<file path="config.mk">
export PLATFORM = sky130hd
export DESIGN_NAME = mips_cpu_mem_master
export DESIGN_NICKNAME = d
export VERILOG_FILES = /design/src/rtl/mips_mem_pkg.sv /design/src/rtl/mips_mem_lane_align.sv /design/src/rtl/mips_cpu_mem_master.sv
export SDC_FILE = /design/constraint.sdc
export NUM_CORES = 1
export LEC_CHECK = 0
export ABC_CLOCK_PERIOD_IN_PS = 5700
export CAP_MARGIN = 5
export CORE_MARGIN = 8
export CORE_UTILIZATION = 47
export DETAILED_ROUTE_END_ITERATION = 12
export PLACE_DENSITY = 0.86
export SLEW_MARGIN = 0
export SYNTH_ARGS = -nofsm -noshare
export SYNTH_HDL_FRONTEND = slang
export SYNTH_SLANG_ARGS = --single-unit
</file>
<file path="constraint.sdc">
create_clock -name clk -period 5.7 [get_ports clk]
set_input_delay 1.14 -clock clk [delete_from_list [all_inputs] [get_ports clk]]
set_output_delay 1.14 -clock clk [all_outputs]
set_load 0.1 [all_outputs]
</file>
<file path="src/rtl/mips_mem_pkg.sv">
// Shared types and helpers for the CPU-side Avalon-MM memory master.
package mips_mem_pkg;

  // Access width requested by the load/store path.
  typedef enum logic [1:0] {
    SZ_BYTE = 2'b00,
    SZ_HALF = 2'b01,
    SZ_WORD = 2'b10,
    SZ_BAD  = 2'b11
  } mem_size_t;

  // Bus master sequencing: wait for a request, run it on the bus, report it.
  typedef enum logic [1:0] {
    IDLE   = 2'b00,
    ACCESS = 2'b01,
    RESP   = 2'b10
  } mem_state_t;

  // True when a half/word access does not sit on its natural boundary.
  function automatic logic misaligned(input mem_size_t size, input logic [1:0] addr_lo);
    return ((size == SZ_HALF) && addr_lo[0]) ||
           ((size == SZ_WORD) && (addr_lo != 2'b00));
  endfunction

endpackage

</file>
<file path="src/rtl/mips_mem_lane_align.sv">
// Byte-lane steering between the CPU's right-justified data and the 32-bit bus.
// Stores: lane enables and lane-replicated write data.
// Loads: pick the addressed lane(s) out of readdata and sign/zero-extend.
module mips_mem_lane_align
  import mips_mem_pkg::*;
(
  input  mem_size_t   size_i,
  input  logic [1:0]  offset_i,
  input  logic        signed_i,
  input  logic [31:0] wdata_i,
  input  logic [31:0] rdata_i,
  output logic [3:0]  be_o,
  output logic [31:0] wdata_o,
  output logic [31:0] rdata_o
);

  logic [7:0]  sel_byte;
  logic [15:0] sel_half;

  assign sel_byte = rdata_i[{offset_i, 3'b000} +: 8];
  assign sel_half = offset_i[1] ? rdata_i[31:16] : rdata_i[15:0];

  // Lane enables, replicated store data and extended load data per access size.
  always_comb begin
    // NOTE: every output gets a default first so no path through the case infers a latch.
    be_o    = 4'b0000;
    wdata_o = '0;
    rdata_o = '0;
    case (size_i)
      SZ_BYTE: begin
        be_o    = 4'b0001 << offset_i;
        wdata_o = {4{wdata_i[7:0]}};
        rdata_o = {{24{signed_i & sel_byte[7]}}, sel_byte};
      end
      SZ_HALF: begin
        be_o    = offset_i[1] ? 4'b1100 : 4'b0011;
        wdata_o = {2{wdata_i[15:0]}};
        rdata_o = {{16{signed_i & sel_half[15]}}, sel_half};
      end
      SZ_WORD: begin
        be_o    = 4'b1111;
        wdata_o = wdata_i;
        rdata_o = rdata_i;
      end
      default: ;
    endcase
  end

endmodule

</file>
<file path="src/rtl/mips_cpu_mem_master.sv">
// Avalon-MM master for the CPU load/store path. One request in flight at a
// time: accept in IDLE, hold the bus in ACCESS until waitrequest is low (or the
// optional timeout expires), then pulse the response for one cycle in RESP.
// RESP also guarantees the strobes are low for a cycle between accesses.
module mips_cpu_mem_master
  import mips_mem_pkg::*;
#(
  parameter int unsigned TIMEOUT_CYCLES = 0
) (
  input  logic        clk,
  input  logic        rst_n,
  input  logic        req_valid,
  output logic        req_ready,
  input  logic        req_write,
  input  logic [1:0]  req_size,
  input  logic        req_signed,
  input  logic [31:0] req_addr,
  input  logic [31:0] req_wdata,
  output logic        resp_valid,
  output logic        resp_err,
  output logic [31:0] resp_rdata,
  output logic [31:0] address,
  output logic [3:0]  byteenable,
  output logic        read,
  output logic        write,
  output logic [31:0] writedata,
  input  logic        waitrequest,
  input  logic [31:0] readdata
);

  // A strobe may stay high for at most TIMEOUT_CYCLES cycles; the abort fires
  // on the stalled edge that ends the last permitted cycle.
  localparam bit          TO_EN   = (TIMEOUT_CYCLES != 0);
  localparam logic [31:0] TO_LAST = TO_EN ? 32'(TIMEOUT_CYCLES - 1) : 32'd0;

  mem_state_t  state_q, state_d;
  logic        wr_q;
  logic        signed_q;
  mem_size_t   size_q;
  logic [1:0]  off_q;
  logic [31:0] addr_q;
  logic [3:0]  be_q;
  logic [31:0] wdata_q;
  logic [31:0] rdata_q;
  logic [31:0] cnt_q;
  logic        err_q;

  logic        accept;
  logic        done_ok;
  logic        timeout_hit;
  mem_size_t   req_sz;
  logic        req_bad;

  mem_size_t   al_size;
  logic [1:0]  al_off;
  logic [3:0]  al_be;
  logic [31:0] al_wdata;
  logic [31:0] al_rdata;

  assign req_sz  = mem_size_t'(req_size);
  assign req_bad = (req_sz == SZ_BAD) || misaligned(req_sz, req_addr[1:0]);

  // In IDLE the aligner works on the incoming request (lanes to latch);
  // afterwards it works on the latched request (load extension).
  assign al_size = (state_q == IDLE) ? req_sz : size_q;
  assign al_off  = (state_q == IDLE) ? req_addr[1:0] : off_q;

  mips_mem_lane_align u_align (
    .size_i   (al_size),
    .offset_i (al_off),
    .signed_i (signed_q),
    .wdata_i  (req_wdata),
    .rdata_i  (readdata),
    .be_o     (al_be),
    .wdata_o  (al_wdata),
    .rdata_o  (al_rdata)
  );

  assign address    = addr_q;
  assign byteenable = be_q;
  assign writedata  = wdata_q;
  assign resp_err   = err_q;
  assign resp_rdata = rdata_q;

  // State register; reset drops the strobes immediately since they decode the state.
  always_ff @(posedge clk or negedge rst_n) begin
    if (!rst_n) begin
      state_q <= IDLE;
    end else begin
      // NOTE: sequential state uses non-blocking assignment so every flop samples pre-edge values.
      state_q <= state_d;
    end
  end

  // Next-state decode and the handshake/strobe outputs.
  always_comb begin
    state_d     = state_q;
    req_ready   = 1'b0;
    read        = 1'b0;
    write       = 1'b0;
    resp_valid  = 1'b0;
    accept      = 1'b0;
    done_ok     = 1'b0;
    timeout_hit = 1'b0;
    case (state_q)
      IDLE: begin
        req_ready = 1'b1;
        if (req_valid) begin
          accept  = 1'b1;
          state_d = req_bad ? RESP : ACCESS;
        end
      end
      ACCESS: begin
        read  = ~wr_q;
        write = wr_q;
        if (!waitrequest) begin
          done_ok = 1'b1;
          state_d = RESP;
        end else if (TO_EN && (cnt_q == TO_LAST)) begin
          timeout_hit = 1'b1;
          state_d     = RESP;
        end
      end
      RESP: begin
        resp_valid = 1'b1;
        state_d    = IDLE;
      end
      default: state_d = IDLE;
    endcase
  end

  // Request latch at accept, stall counting and result capture during ACCESS.
  always_ff @(posedge clk or negedge rst_n) begin
    if (!rst_n) begin
      // NOTE: datapath registers are reset too because they drive bus and response ports that must read zero out of reset.
      wr_q     <= 1'b0;
      signed_q <= 1'b0;
      size_q   <= SZ_BYTE;
      off_q    <= 2'b00;
      addr_q   <= '0;
      be_q     <= '0;
      wdata_q  <= '0;
      rdata_q  <= '0;
      cnt_q    <= '0;
      err_q    <= 1'b0;
    end else if (accept) begin
      wr_q     <= req_write;
      signed_q <= req_signed;
      size_q   <= req_sz;
      off_q    <= req_addr[1:0];
      addr_q   <= {req_addr[31:2], 2'b00};
      be_q     <= al_be;
      wdata_q  <= al_wdata;
      rdata_q  <= '0;
      cnt_q    <= '0;
      err_q    <= req_bad;
    end else if (state_q == ACCESS) begin
      if (done_ok) begin
        rdata_q <= wr_q ? 32'd0 : al_rdata;
      end else begin
        cnt_q <= cnt_q + 32'd1;
        err_q <= timeout_hit;
      end
    end
  end

endmodule

</file>
# After elaboration in Yosys (flattened, before gate mapping)

Index checks and enable logic that the tools add are counted.

Flip-flop bits (word level): 107
Input bits: 104
Output and inout port bits: 105
Logic and storage cells: 63

Equality and inequality tests: 10
Shifts and indexed selects: 2
Multiplexer cells: 26
Bitwise operators: 3
Reduce and logical (&&, ||, !) cells: 12

Operators with widths:

| cell                                                | count |
|---|---|
| case mux 32 bit (3 select lines)                    | 2 |
| two-way mux 32 bit                                  | 4 |
| variable part select 32 x 6 -> 8 bit                | 1 |
| two-way mux 16 bit                                  | 1 |
| case mux 4 bit (3 select lines)                     | 1 |
| two-way mux 1 bit                                   | 11 |
| two-way mux 2 bit                                   | 5 |
| equality test 2 bit, second input constant          | 4 |
| equality test 2 x 1 -> 1 bit, second input constant | 3 |
| != test 2 bit, second input constant                | 3 |
| AND reduction 2 bit                                 | 3 |
| nonzero test 2 bit                                  | 3 |
| logical NOT 2 bit                                   | 2 |
| two-way mux 4 bit                                   | 1 |
| case mux 2 bit (2 select lines)                     | 1 |
| << shifter 1 x 2 -> 4 bit, first input constant     | 1 |
| AND 1 bit                                           | 2 |
| logical AND 1 bit                                   | 2 |
| logical OR 1 bit                                    | 2 |
| inverter 1 bit                                      | 1 |

# Depth between registers and ports, before layout

Gate-level depths: netlist (run 1).

Word-level depth: 9
Gate-level depth with buffers: 8
Gate-level depth less buffers: 6

# By module

Synthesis (run 1) repeated with hierarchy kept, for this count alone.

Cell total of the unflattened synthesis: 435
Area, all modules: 5,469.0 um^2

By module, submodules not included:

| module              | instances | cells an instance | area each (um^2) | sequential area each (um^2) |
|---|---|---|---|---|
| mips_cpu_mem_master | 1         | 251               | 4,330.4          | 2,677.6 |
| mips_mem_lane_align | 1         | 184               | 1,138.6          | 0.0 |

# Least setup slack after synthesis (run 1)

No wires, ideal clock.

Path type: register -> output
Start: register state_q[1]
End: output port read
Arrival: 1.992 ns
Required time: 4.560 ns
Slack: 2.568 ns
Cell stages (with the launch flop): 4
Buffers on the path: 1
Cell sequence: dfrtp_1 > buf_2 > nand2b_1 > nor2_1

Longest elaborated chain between the ends: 2

Ends and longest elaborated chain:

| element                      | RTL line                   | source |
|---|---|---|
| start: declaration           | mips_cpu_mem_master.sv:36  | `mem_state_t state_q, state_d;` |
| start signal: assignment     | mips_cpu_mem_master.sv:91  | `state_q <= state_d;` |
| equality test 2 x 1 -> 1 bit | mips_cpu_mem_master.sv:105 | `case (state_q)` |
| two-way mux 1 bit            | mips_cpu_mem_master.sv:105 |  |
| end: declaration             | mips_cpu_mem_master.sv:24  | `output logic read,` |

No other way between the ends.

# Worst setup path after layout (run 1)

Start: register state_q[0]
End: output port req_ready

Longest elaborated chain between the ends: 2

Ends and longest elaborated chain:

| element           | RTL line                   | source |
|---|---|---|
| logical NOT 2 bit | mips_cpu_mem_master.sv:105 |  |
| two-way mux 1 bit | mips_cpu_mem_master.sv:105 |  |
| end: declaration  | mips_cpu_mem_master.sv:13  | `output logic req_ready,` |

No other way between the ends.

==> results.toml, run 1 <==
[timing]
fin_setup_tns_ns = 0
final_max_slew_viol_count = 0
setup_viol = 0
final-hold-violation-count = 0
fmax_mhz = 247
relSlewSlack = 0.273
fin_crit_ns = 4.04
fin_skew_ns = 0.0108
final.period_utilization = 0.709
rsz0062_at_grt = "no"
tightest_slew_ns = 1.09

[synth]
synth_edf_count = 0
syn-cell-area_sq_um = 5140
synth_top_flop_cell = "dfrtp_1"
ys_seq_area_frac = 0.521
netlist_instances = 528
synthArstFlopShare = 1.00
synth_seq_cells = 107
yosys_warnings = 0
ys_types = 58
syn_area_per_cell_sq_um = 9.73

[drt]
avgViaCountPerCell = 5.88
vias = 5053
dr.pass1.iters = 7
ant_nets = 0
drt-initial-drc-count = 616
drc = 0
wl_um = 18700
wire_per_inst_um = 21.8

[global_route]
grt_usage = 0.256
antenna_found_initial = 0
grtUsageMet1 = 0.290
met3_usage = 0.128
grt_max_degree = 63
gr-usage-met2 = 0.415
grt.overflow.total = 0
grt.busiest_layer = "met2"
first_global_vias = 5280
grt_pass1_wl_um = 29300

[power]
p_seq_frac = 0.260
pwr-share-comb = 0.639
p_switching_mw = 2.56
leakage_nw = 3.23
internal-power_mw = 1.79
power_density_nw_per_um2 = 587
clkPwrFrac = 0.101
peakVddDrop_mv = 0.480
netSwitchingFraction = 0.589

[cts]
clkTransAtPathRegs_ns = 0.10
ctsHtreeMaxLevel = 3
cts_resized = 0
clkLatencyLatePin_ns = 0.37
cts_hold_buf = 0
post_cts_buffers = 0
cts_tree = "done"
cts_root_buf = "clkbuf_8"
cts_made_buffers = 9
clock-sinks = 107
clockBufferDepth = 2

[outcome]
status = "complete, no violations"

[worst_setup_path]
critPathLaunchType = "flop"
endpoint_kind = "output port"
cp_max_fo = 18
critPathKind = "flop to output port"
cp.required_ns = 4.56
arrival_ns = 2.90

[layout]
fillers = 822
nNetsFinal = 818
diodes = 0
final_util = 0.690
drive_above_1_share = 0.0821
syn_to_final_growth_pct = 44.3

[floorplanning]
die-area_sq_um = 14500
initial_core_util = 0.478
pin_count = 209
rows = 38
dieHeight_um = 121
core_area_sq_um = 10700
die_w_um = 121

[flow_run]
max-cap-violations = 0

[placed_design]
gp_congestion = 0.880
io_buffers = 206
dp_hpwl_um = 14000

[hold_path]
min_path_type = "flop to flop"
## cells by family after synthesis
kind of cell,count (synthesis),synth area share
other,1,0.000730
and+or+nand+nor,225,0.189
buffers and inverters,43,0.0421
muxes,11,0.0226
DFF,107,0.521
AOI/OAI and AO/OA,141,0.224
## power groups by stage
stage | Clock [mW] | Sequential, mW | Combinational [mW]
3_3_place_gp | 0 | 1.13 | 2.76
2_1_floorplan | 0 | 2.62 | 0.572
5_1_grt | 0.474 | 1.16 | 2.89
3_5_place_dp | 0 | 1.14 | 2.78
4_1_cts | 0.447 | 1.13 | 2.79
6_report | 0.438 | 1.13 | 2.78
## critical path: stages, from the launching register on
cell	delay [ns]
dfrtp_1	0.58
or2_4	0.35
inv_1	0.36
clkdlybuf4s50_1	1.25
## routing by layer
metal / share of wire / vias up
met5: 0 / -
met4: 0.024 / 0
met3: 0.14 / 29
met2: 0.47 / 296
met1: 0.37 / 2458
li1: - / 2270
## worst paths after layout
kind                                   startpoint  cells past startpoint  slack, ns                          to
max                        state_q[0]$_DFFE_PN0P_                      3       1.66                   req_ready
min                        address[7]$_DFFE_PN0P_                      2       0.49      address[7]$_DFFE_PN0P_
max reg2reg                state_q[0]$_DFFE_PN0P_                      4       2.42  resp_rdata[16]$_DFFE_PN0P_
min reg2reg                address[7]$_DFFE_PN0P_                      2       0.49      address[7]$_DFFE_PN0P_
max in group asynchronous                   rst_n                      2       3.73    writedata[6]$_DFFE_PN0P_
min in group asynchronous                   rst_n                      1       0.86        off_q[1]$_DFFE_PN0P_
## layout make-up
class	count	area, sq um	area share
clock inverter	5	37.5	0.00506
tap	140	175	0.0236
clock buffer	11	141	0.0191
sequential	107	2680	0.361
inverter	4	15.0	0.00202
multi-input combinational	379	2260	0.304
timing repair buffer	213	2110	0.285
## sequential cells by signal, indices dropped and copies added, names as in the netlist
name / cells
state_q: 2
off_q: 2
size_q: 2
byteenable: 4
writedata: 32
address: 30
wr_q: 1
signed_q: 1
resp_rdata: 32
resp_err: 1
## per-stage QoR
stage          worst slack [ns]  cell area [sq um]  instances  hold WS, ns  power (mW)
3_3_place_gp               1.85               7240        843        0.457        3.89
5_1_grt                    1.54               7410        859        0.511        4.53
6_report                   1.66               7410        859        0.486        4.36
3_5_place_dp               1.68               7240        843        0.463        3.92
2_1_floorplan              2.57               5140        529        0.503        3.19
4_1_cts                    1.65               7410        859        0.489        4.37
## Yosys cell counts (6+ instances only)
master     instances  area share
a221oi_1          16       0.027
a221o_2           16       0.035
clkbuf_1          16       0.012
and3_1             8      0.0097
o21ai_0           27       0.026
a22oi_1           16       0.023
dfrtp_1          107        0.52
a21oi_1            6      0.0058
o211ai_1           6      0.0088
nor2_1            37       0.027
a222oi_1           9       0.018
nand2b_1          12       0.015
buf_1              6      0.0044
mux2i_1            8       0.016
a2bb2oi_1          8       0.014
buf_2              7      0.0068
o221ai_1           8       0.014
a211oi_1           7       0.010
nand2_1          148        0.11
## cells in the final DEF, fill, tap and decap left out, types with 4 or more instances in the layout
cell type / n
a21oi_1: 6
inv_1: 4
buf_4: 8
a211oi_1: 7
a22oi_1: 16
mux2i_1: 8
clkdlybuf4s50_1: 205
a221o_2: 16
a2bb2oi_1: 8
and3_1: 8
nand2_1: 147
nor2_1: 37
dfrtp_1: 107
a221oi_1: 16
a222oi_1: 9
o211ai_1: 6
o221ai_1: 8
clkbuf_8: 10
nand2b_1: 12
o21ai_0: 27
No activity file was read; power rests on OpenSTA's default activity.
==> inputs of run 2 (changes only) <==
- ABC_CLOCK_PERIOD_IN_PS: 5700 -> 3500
- CORE_UTILIZATION: 47 -> 39
- PLACE_DENSITY: 0.86 -> 0.76
- clock period: 5.7 -> 3.5 ns (I/O delays scaled with it)
==> results.toml, run 2 (synthesized netlist as in run 1, its figures left out) <==
[cts]
clockBufferDepth = 2
clkTransAtPathRegs_ns = 0.07
cts_tree = "done"
cts_made_buffers = 9
clkLatencyLatePin_ns = 0.35
post_cts_buffers = 0
ctsHtreeMaxLevel = 3
clock-sinks = 107
cts_resized = 0
cts_hold_buf = 0
cts_root_buf = "clkbuf_16"

[timing]
final-hold-violation-count = 0
fmax_mhz = 355
relSlewSlack = 0.308
final.period_utilization = 0.804
fin_crit_ns = 2.81
final_max_slew_viol_count = 0
rsz0062_at_grt = "no"
fin_skew_ns = 0.00834
tightest_slew_ns = 1.03
setup_viol = 0
fin_setup_tns_ns = 0

[layout]
diodes = 0
fillers = 1181
final_common_cell = "clkdlybuf4s50_1"
syn_to_final_growth_pct = 47.0
final_util = 0.580
layout_common_cells = "176 x clkdlybuf4s50_1, 147 x nand2_1, 107 x dfrtp_1"
drive_above_1_share = 0.123
nNetsFinal = 821

[global_route]
grt_usage = 0.222
first_global_vias = 5296
grt_max_degree = 57
antenna_found_initial = 0
grt.overflow.total = 0
grt_pass1_wl_um = 29000

[power]
leakage_nw = 3.35
peakVddDrop_mv = 0.696
total_power_mw = 7.36
power_density_nw_per_um2 = 975

[floorplanning]
die-area_sq_um = 17100
core_area_sq_um = 13000
die_w_um = 131
rows = 42
initial_core_util = 0.394
dieHeight_um = 131
pin_count = 209

[drt]
drt-initial-drc-count = 612
drc = 0
wire_per_inst_um = 21.0
avgViaCountPerCell = 5.65
ant_nets = 0
dr.pass1.iters = 6
wl_um = 18800
vias = 5068

[placed_design]
io_buffers = 206
gp_congestion = 0.918
dp_hpwl_um = 14100

[worst_setup_path]
timing.rr.end = "writedata[29]$_DFFE_PN0P_"
endpoint_kind = "flop"
cp.required_ns = 3.76
critPathKind = "input pin to flop"
rr_startpoint = "state_q[0]$_DFFE_PN0P_"
r2r_setup_slack_ns = 0.79
reg2reg_depth = 6
critPathLaunchType = "input pin"
arrival_ns = 3.07
cp_max_fo = 16

[outcome]
status = "complete, no violations"

[flow_run]
max-cap-violations = 0

[hold_path]
min_path_type = "input pin to async pin"
==> run 2: cell types whose count changed in the layout (fill, tap and decap cells not counted) <==
| cell | change |
|---|---|
| buf_4 | +29 |
| clkdlybuf4s50_1 | -29 |
| clkbuf_8 | -10 |
| clkbuf_16 | +9 |
| buf_12 | +3 |
| clkinvlp_4 | -2 |
| bufinv_16 | +1 |
| clkbuf_1 | +1 |
| clkinv_4 | +1 |
| inv_6 | -1 |
==> run 2: worst max-delay path by stage <==
stage                      startpoint                          to  slack [ns]  cells after the start
3_5_place_dp              req_size[1]   resp_rdata[6]$_DFFE_PN0P_        0.39                      6
5_1_grt                   req_size[1]   resp_rdata[3]$_DFFE_PN0P_        0.58                      6
4_1_cts        state_q[0]$_DFFE_PN0P_                   req_ready        0.76                      3
3_3_place_gp              req_addr[0]  resp_rdata[18]$_DFFE_PN0P_        0.47                      7
2_1_floorplan  state_q[1]$_DFFE_PN0P_                        read        0.81                      3
6_report                  req_size[1]   resp_rdata[3]$_DFFE_PN0P_        0.69                      6
==> run 2: stage by stage <==
step	worst slack, ns	instance area (sq um)	std cells	hold slack, ns
3_5_place_dp	0.390	7270	882	0.462
2_1_floorplan	0.808	5140	529	0.404
4_1_cts	0.758	7550	897	0.433
3_3_place_gp	0.471	7270	882	0.459
6_report	0.686	7550	897	0.418
5_1_grt	0.576	7550	897	0.467
==> run 2: critical path, cell delays in order <==
cell and delay, ns:
clkdlybuf4s50_1 0.55, or4b_1 0.61, o21ai_2 0.21, a21o_1 0.55
a22oi_1 0.19, o221ai_1 0.24
==> run 2: area by class of cell <==
cell class	count	area, sq um	area share
sequential	107	2680	0.354
clock buffer	11	233	0.0308
multi-input combinational	379	2260	0.299
inverter	4	15.0	0.00199
timing repair buffer	216	2100	0.278
tap	176	220	0.0292
clock inverter	4	52.6	0.00696
==> run 2: power breakdown <==
part           internal (mW)  switching (mW)
Sequential              1.60           0.251
Combinational           1.02            3.50
Clock                  0.553           0.446
==> run 2: metal layers <==
layer  track usage  wire, um  part of all wire
met1         0.268      7380              0.39
met2         0.347      8410              0.45
met3         0.102      2600              0.14
met4        0.0702       422             0.022
met5             0         0                 0
==> inputs of run 3 (changes only) <==
- ABC_CLOCK_PERIOD_IN_PS: 3500 -> 2500
- clock period: 3.5 -> 2.5 ns (I/O delays scaled with it)
==> results.toml, run 3 (synthesized netlist as in run 1, its figures left out) <==
[drt]
wl_um = 19000
ant_nets = 0
dr.pass1.iters = 5
wl_met3_um = 2290
avgViaCountPerCell = 5.57
dr_wl_met2_um = 8590
dr.max_layer_used = "met4"
drc = 0
drt-initial-drc-count = 420
wl_met1_um = 7720
vias = 5182
wire_per_inst_um = 20.5

[floorplanning]
rows = 42
dieHeight_um = 131
die_w_um = 131
die-area_sq_um = 17100
pin_count = 209
initial_core_util = 0.394
core_area_sq_um = 13000

[layout]
nNetsFinal = 853
syn_to_final_growth_pct = 50.0
diodes = 0
final_common_cell = "nand2_1"
layout_common_cells = "147 x nand2_1, 137 x buf_4, 105 x dfrtp_1"
drive_above_1_share = 0.267

[cts]
clkLatencyLatePin_ns = 0.36
clockBufferDepth = 2
cts_tree = "done"
clkTransAtPathRegs_ns = 0.07
ctsHtreeMaxLevel = 3
cts_root_buf = "clkbuf_16"
clock-sinks = 107
cts_made_buffers = 9

[timing]
final_max_slew_viol_count = 0
tightest_slew_ns = 1.03
fmax_mhz = 411
relSlewSlack = 0.305
rsz0062_at_grt = "no"
fin_setup_tns_ns = 0
setup_viol = 0
final.period_utilization = 0.974
final-hold-violation-count = 0
fin_crit_ns = 2.43
fin_skew_ns = 0.0105

[global_route]
grt.overflow.total = 0
antenna_found_initial = 0
grt_max_degree = 58
grt_pass1_wl_um = 29800
grt_usage = 0.225
first_global_vias = 5438

[power]
power_density_nw_per_um2 = 1350
internal-power_mw = 4.46
netSwitchingFraction = 0.573
peakVddDrop_mv = 1.11
p_switching_mw = 5.99
p_seq_frac = 0.248
pwr-share-comb = 0.614
total_power_mw = 10.4
leakage_nw = 3.63
clkPwrFrac = 0.138

[placed_design]
dp_hpwl_um = 14600
io_buffers = 206
gp_congestion = 0.908

[worst_setup_path]
cp_max_fo = 16
critPathLaunchType = "input pin"
critPathKind = "input pin to flop"
arrival_ns = 2.66
cp.required_ns = 2.73
endpoint_kind = "flop"

[outcome]
status = "complete, no violations"

[flow_run]
max-cap-violations = 0

[hold_path]
min_path_type = "input pin to async pin"
==> run 3: final timing paths <==
path                                          from                          to  slack, ns  cells past startpoint
max in group asynchronous                    rst_n   writedata[23]$_DFFE_PN0P_       1.77                      2
min in group clk           address[21]$_DFFE_PN0P_     address[21]$_DFFE_PN0P_       0.48                      2
min reg2reg                address[21]$_DFFE_PN0P_     address[21]$_DFFE_PN0P_       0.48                      2
min                                          rst_n  resp_rdata[14]$_DFFE_PN0P_        0.1                      1
max reg2reg                 state_q[0]$_DFFE_PN0P_  resp_rdata[31]$_DFFE_PN0P_       0.19                      6
max                                    req_addr[0]  resp_rdata[31]$_DFFE_PN0P_       0.07                      7
==> run 3: layout make-up <==
cell class                      count  area (sq um)
Fill cell                        1147          5320
Multi-Input combinational cell    379          2260
Clock inverter                      6          65.1
Tap cell                          176           220
Inverter                            4          18.8
Sequential cell                   107          2680
Timing Repair Buffer              248          2230
Clock buffer                       10           239
==> run 3: what timing repair did <==
item	in CTS	in global routing
setup buffers	1	0
pin swaps	1	0
gates resized for setup	0	4
setup endpoints to repair	16	36
hold buffers	0	0
==> run 3: power groups by stage <==
stage / Sequential (mW) / Combinational, mW / Clock (mW)
4_1_cts: 2.59 / 6.43 / 1.47
3_5_place_dp: 2.60 / 6.43 / 0
3_3_place_gp: 2.58 / 6.37 / 0
6_report: 2.59 / 6.41 / 1.44
5_1_grt: 2.66 / 6.68 / 1.53
2_1_floorplan: 5.97 / 1.31 / 0
==> run 3: worst max-delay path, cell delays in order <==
cell	delay [ns]
clkdlybuf4s50_1	0.52
or3b_1	0.42
a32oi_1	0.33
a21boi_1	0.30
o41ai_4	0.13
buf_12	0.16
a221o_2	0.30
==> run 3: metal layers <==
metal,GRT usage,vias up
li1,-,2346
met1,0.278,2509
met2,0.354,293
met3,0.0804,34
met4,0.0878,0
met5,0,-
==> run 3: stage by stage <==
stage	util	area (sq um)	setup WS (ns)	cells	hold WS (ns)
after global routing	0.591	7710	0.0353	930	0.121
after global placement	0.566	7380	-0.337	913	0.461
after detailed placement	0.566	7380	-0.397	913	0.463
after CTS	0.591	7700	0.0246	930	0.0945
final	0.591	7710	0.0656	930	0.0962
after floorplan	-	5140	0.00833	529	0.204
